==> src/rtl/pb_debounce_divider.sv <==
// Pushbutton conditioning: free-running clock divider plus a delay/debounce shift chain.
// Optional macro PB_DEBOUNCE_EN turns the plain delay line into a DEPTH-sample debouncer.
module pb_debounce_divider #(
    parameter int CNT_W = 3,
    parameter int DEPTH = 4
) (
    input  logic             clk,
    input  logic             reset,
    input  logic             enable,
    input  logic             entrada,
    output logic [CNT_W-1:0] q,
    output logic             salida
);

    logic [DEPTH-1:0] stages;
    logic [DEPTH-1:0] stages_next;

    // Each bit of q toggles at half the rate of the bit below it.
    always_ff @(posedge clk or posedge reset) begin
        if (reset) begin
            q <= '0;
        end else if (enable) begin
            q <= q + CNT_W'(1);
        end
    end

    // stages[0] is the only flop that samples the asynchronous button pin.
    always_comb begin
        stages_next = {stages[DEPTH-2:0], entrada};
    end

    always_ff @(posedge clk or posedge reset) begin
        if (reset) begin
            stages <= '0;
        end else if (enable) begin
            stages <= stages_next;
        end
    end

`ifdef PB_DEBOUNCE_EN
    // Output follows only once the whole window agrees, so short bounces are ignored.
    always_ff @(posedge clk or posedge reset) begin
        if (reset) begin
            salida <= 1'b0;
        end else if (enable) begin
            if (&stages_next) begin
                salida <= 1'b1;
            end else if (~|stages_next) begin
                salida <= 1'b0;
            end
        end
    end
`else
    assign salida = stages[DEPTH-1];
`endif

endmodule

==> config.mk <==
export PLATFORM = sky130hd
export DESIGN_NAME = pb_debounce_divider
export DESIGN_NICKNAME = d
export VERILOG_FILES = /design/src/rtl/pb_debounce_divider.sv
export SDC_FILE = /design/constraint.sdc
export NUM_CORES = 1
export LEC_CHECK = 0
export ABC_AREA = 1
export CAP_MARGIN = 0
export CORE_AREA = 2 2 39 41
export CTS_BUF_LIST = sky130_fd_sc_hd__clkbuf_4
export CTS_CLUSTER_DIAMETER = 100
export CTS_CLUSTER_SIZE = 12
export DETAILED_ROUTE_END_ITERATION = 16
export DIE_AREA = 0 0 41 43
export PLACE_DENSITY = 0.55
export SYNTH_ARGS = -nofsm -noshare
export SYNTH_HDL_FRONTEND = slang
export SYNTH_SLANG_ARGS = --single-unit
==> constraint.sdc <==
create_clock -name clk -period 1.4 [get_ports clk]
set_clock_uncertainty 0.15 [all_clocks]
set_input_delay 0.14 -clock clk [delete_from_list [all_inputs] [get_ports clk]]
set_output_delay 0.14 -clock clk [all_outputs]
set_load 0.005 [all_outputs]
==> reports/summary.txt <==
VDD IR-drop max: 0.933 mV
R2r startpoint: q[0]
Layout fillers: 142
Reg area: 175 sq um
GPL Wtd Cong: 0.723
Vias: 219
H-tree levels: 1
Hold wc startpoint: entrada
Post-layout nets: 51
CTS root buf: clkbuf_4
Unrepaired setup endpoints after global routing: false
Final Hold Fails: 0
Pin count of the biggest net entering global routing: 9
WL/cell: 7.79 microns
WP data required: 1.36 ns
DIE AREA: 1760 sq um
Routed Antenna Nets: 0
Final Util: 32.1%
Sink Count: 7
R2r setup slk: 0.19 ns
Layout area overhead: 47.9%
WL met3: 23 microns
Post-Route WL: 475 microns
Syn_nets: 36
Crit. End Element: flop
Slew margin rel.: 82.4%
Seq/Total Area, Yosys: 58.3%
#FFs+latches synth: 7
First-pass GRT wire length: 828 microns
Clock transition at path regs: 0.05 ns
Final Cycle Share: 86.4%
Clock Path Buffers: 2
N_diodes: 0
DP HPWL: 359 microns
Post-route DRC violation count: 0
Cells after Synth: 31
Initial antenna violation count: 0
CTS tree: yes
Mux cell area share after synthesis: 0%
Slowest-stage cell, CP: dfrtp_1
Gr ovfl total: 0
CP max FO: 2
Commonest cells after routing, fill and taps aside: 7 x inv_1, 7 x nand2_1, 7 x dfrtp_1, 4 x clkbuf_4
DR top layer: met3
Starting density of the core: 21.7%
Avg Cell Area, Syn: 9.69 sq um
Core Region: 1380 sq um
Port Buf Inserts: 7
R2R Path End: q[1]
Initial DRC count: 4
Pleak: 0.242 nW
GRT Overall Usage: 7.83%
Adder-cell share of the synthesized area: 4.17%
Hold path cells: 3
Fin. max-slew vios: 0
Area of the multi-input gates: 87.6 sq um
Post-Synth XOR/XNOR Area: 2.92%
Final setup TNS: 0 ns
Setup CP Type: reg2reg
Vias per cell: 3.59
Worst path max stage delay: 0.37 ns
Critical Path, Cell by Cell: buf_4 -> ha_1 -> nand2_1 -> o21ai_0
WL met1: 245 microns
Worst-Margin Slew: 0.264 ns
HP Class: in2reg
Number of CTS-inserted buffers: 3
Run status: finished, final reports clean
Cell Pwr Density: 1650 nW/um^2
Post-synth cell types: 11
CP arrival: 1.17 ns
Yosys warning count: 0
Fraction of layout cells with a size suffix above 1: 20.0%
Die width: 41 microns
Crit path buf inv count: 1
IO Count: 8
FF-to-FF path depth: 4
Site Rows: 14
Die Ht: 43 microns
Top delay family on crit path: flip-flops
Startpoint types: flop
FMAX: 827 MHz
Worst Hold End: stages[0]
Main combinational cell family by area after synthesis: buffers and inverters
First drt pass iteration count: 4
Final setup fails: 0
Vias in the first global route: 201
Clk_lat worst skew: 0.24 ns
Min Tclk post-route: 1.21 ns
Wire length on met2: 206 microns
Max_cap viols: 0
Synth Area in Simple Gates: 12.5%
Post-synthesis cell area: 300 sq um
Compound-Gate Fraction of Synth Area: 9.58%
state kept, by name, indices dropped and copies added, names as in the netlist:
register  count
stages        4
q             3
where the power goes:
group	internal (mW)	switching [mW]	total, mW
Clock	0.128	0.0657	0.193
Sequential	0.260	0.0297	0.290
Combinational	0.145	0.106	0.251
Total	0.533	0.202	0.735
per-stage QoR:
stage / instances / power (mW) / hold WS, ns / setup slack (ns) / area [sq um]
after global routing: 61 / 0.799 / 0.320 / 0.139 / 444
after CTS: 61 / 0.753 / 0.290 / 0.0227 / 439
final: 61 / 0.735 / 0.299 / 0.190 / 444
after floorplan: 31 / 0.402 / -0.207 / 0.331 / 300
after detailed placement: 54 / 0.529 / 0.247 / 0.132 / 387
after global placement: 54 / 0.527 / 0.240 / 0.132 / 387
cell type report:
class | count | area share (%)
Clock buffer | 4 | 6.76
Inverter | 7 | 5.92
Multi-Input combinational cell | 16 | 19.7
Sequential cell | 7 | 39.4
Tap cell | 16 | 4.51
Timing Repair Buffer | 11 | 23.7
worst reg2reg max path, stage by stage, from the launching register on:
cell	delay, ns
dfrtp_1	0.37
buf_4	0.14
ha_1	0.29
nand2_1	0.06
o21ai_0	0.08
metal layers:
layer / track usage [%] / vias up
met5: 0 / -
met4: 6.00 / 0
met3: 4.71 / 0
met2: 7.81 / 5
met1: 11.4 / 93
li1: - / 121
cells by family (layout without fill, tap and decap cells):
kind of cell    after synthesis  in the layout
simple gates                  9              9
buf+inv                       8             22
flops                         7              7
compound gates                5              5
fa+ha+maj                     1              1
xor+xnor                      1              1
how the worst max path moves through the flow:
stage / start / end / slack [ns] / depth (start not counted)
floorplan: q[0] / q[1] / 0.33 / 3
global placement: enable / stages[3] / 0.13 / 3
detailed placement: enable / stages[1] / 0.13 / 3
CTS: q[0] / q[0] / 0.02 / 1
global route: q[0] / q[1] / 0.14 / 4
finish: q[0] / q[1] / 0.19 / 4
repair_timing:
action                                  in CTS  in global routing
endpoints found under the setup margin       3                  2
pin swaps                                    0                  0
buffers inserted                             2                  0
hold buffers                                 1                  0
endpoints found under the hold margin        7                  0
resized for setup                            2                  2
cell usage after synthesis (all sizes together):
cell type,count,area (sq um)
inv,7,26.3
nor2,1,6.26
nand3,1,5.00
ha,1,12.5
a21oi,1,8.76
nand2,7,26.3
dfrtp,7,175
xor2,1,8.76
o21ai,4,20.0
buf,1,11.3
Power figures use the tool's default switching activity.
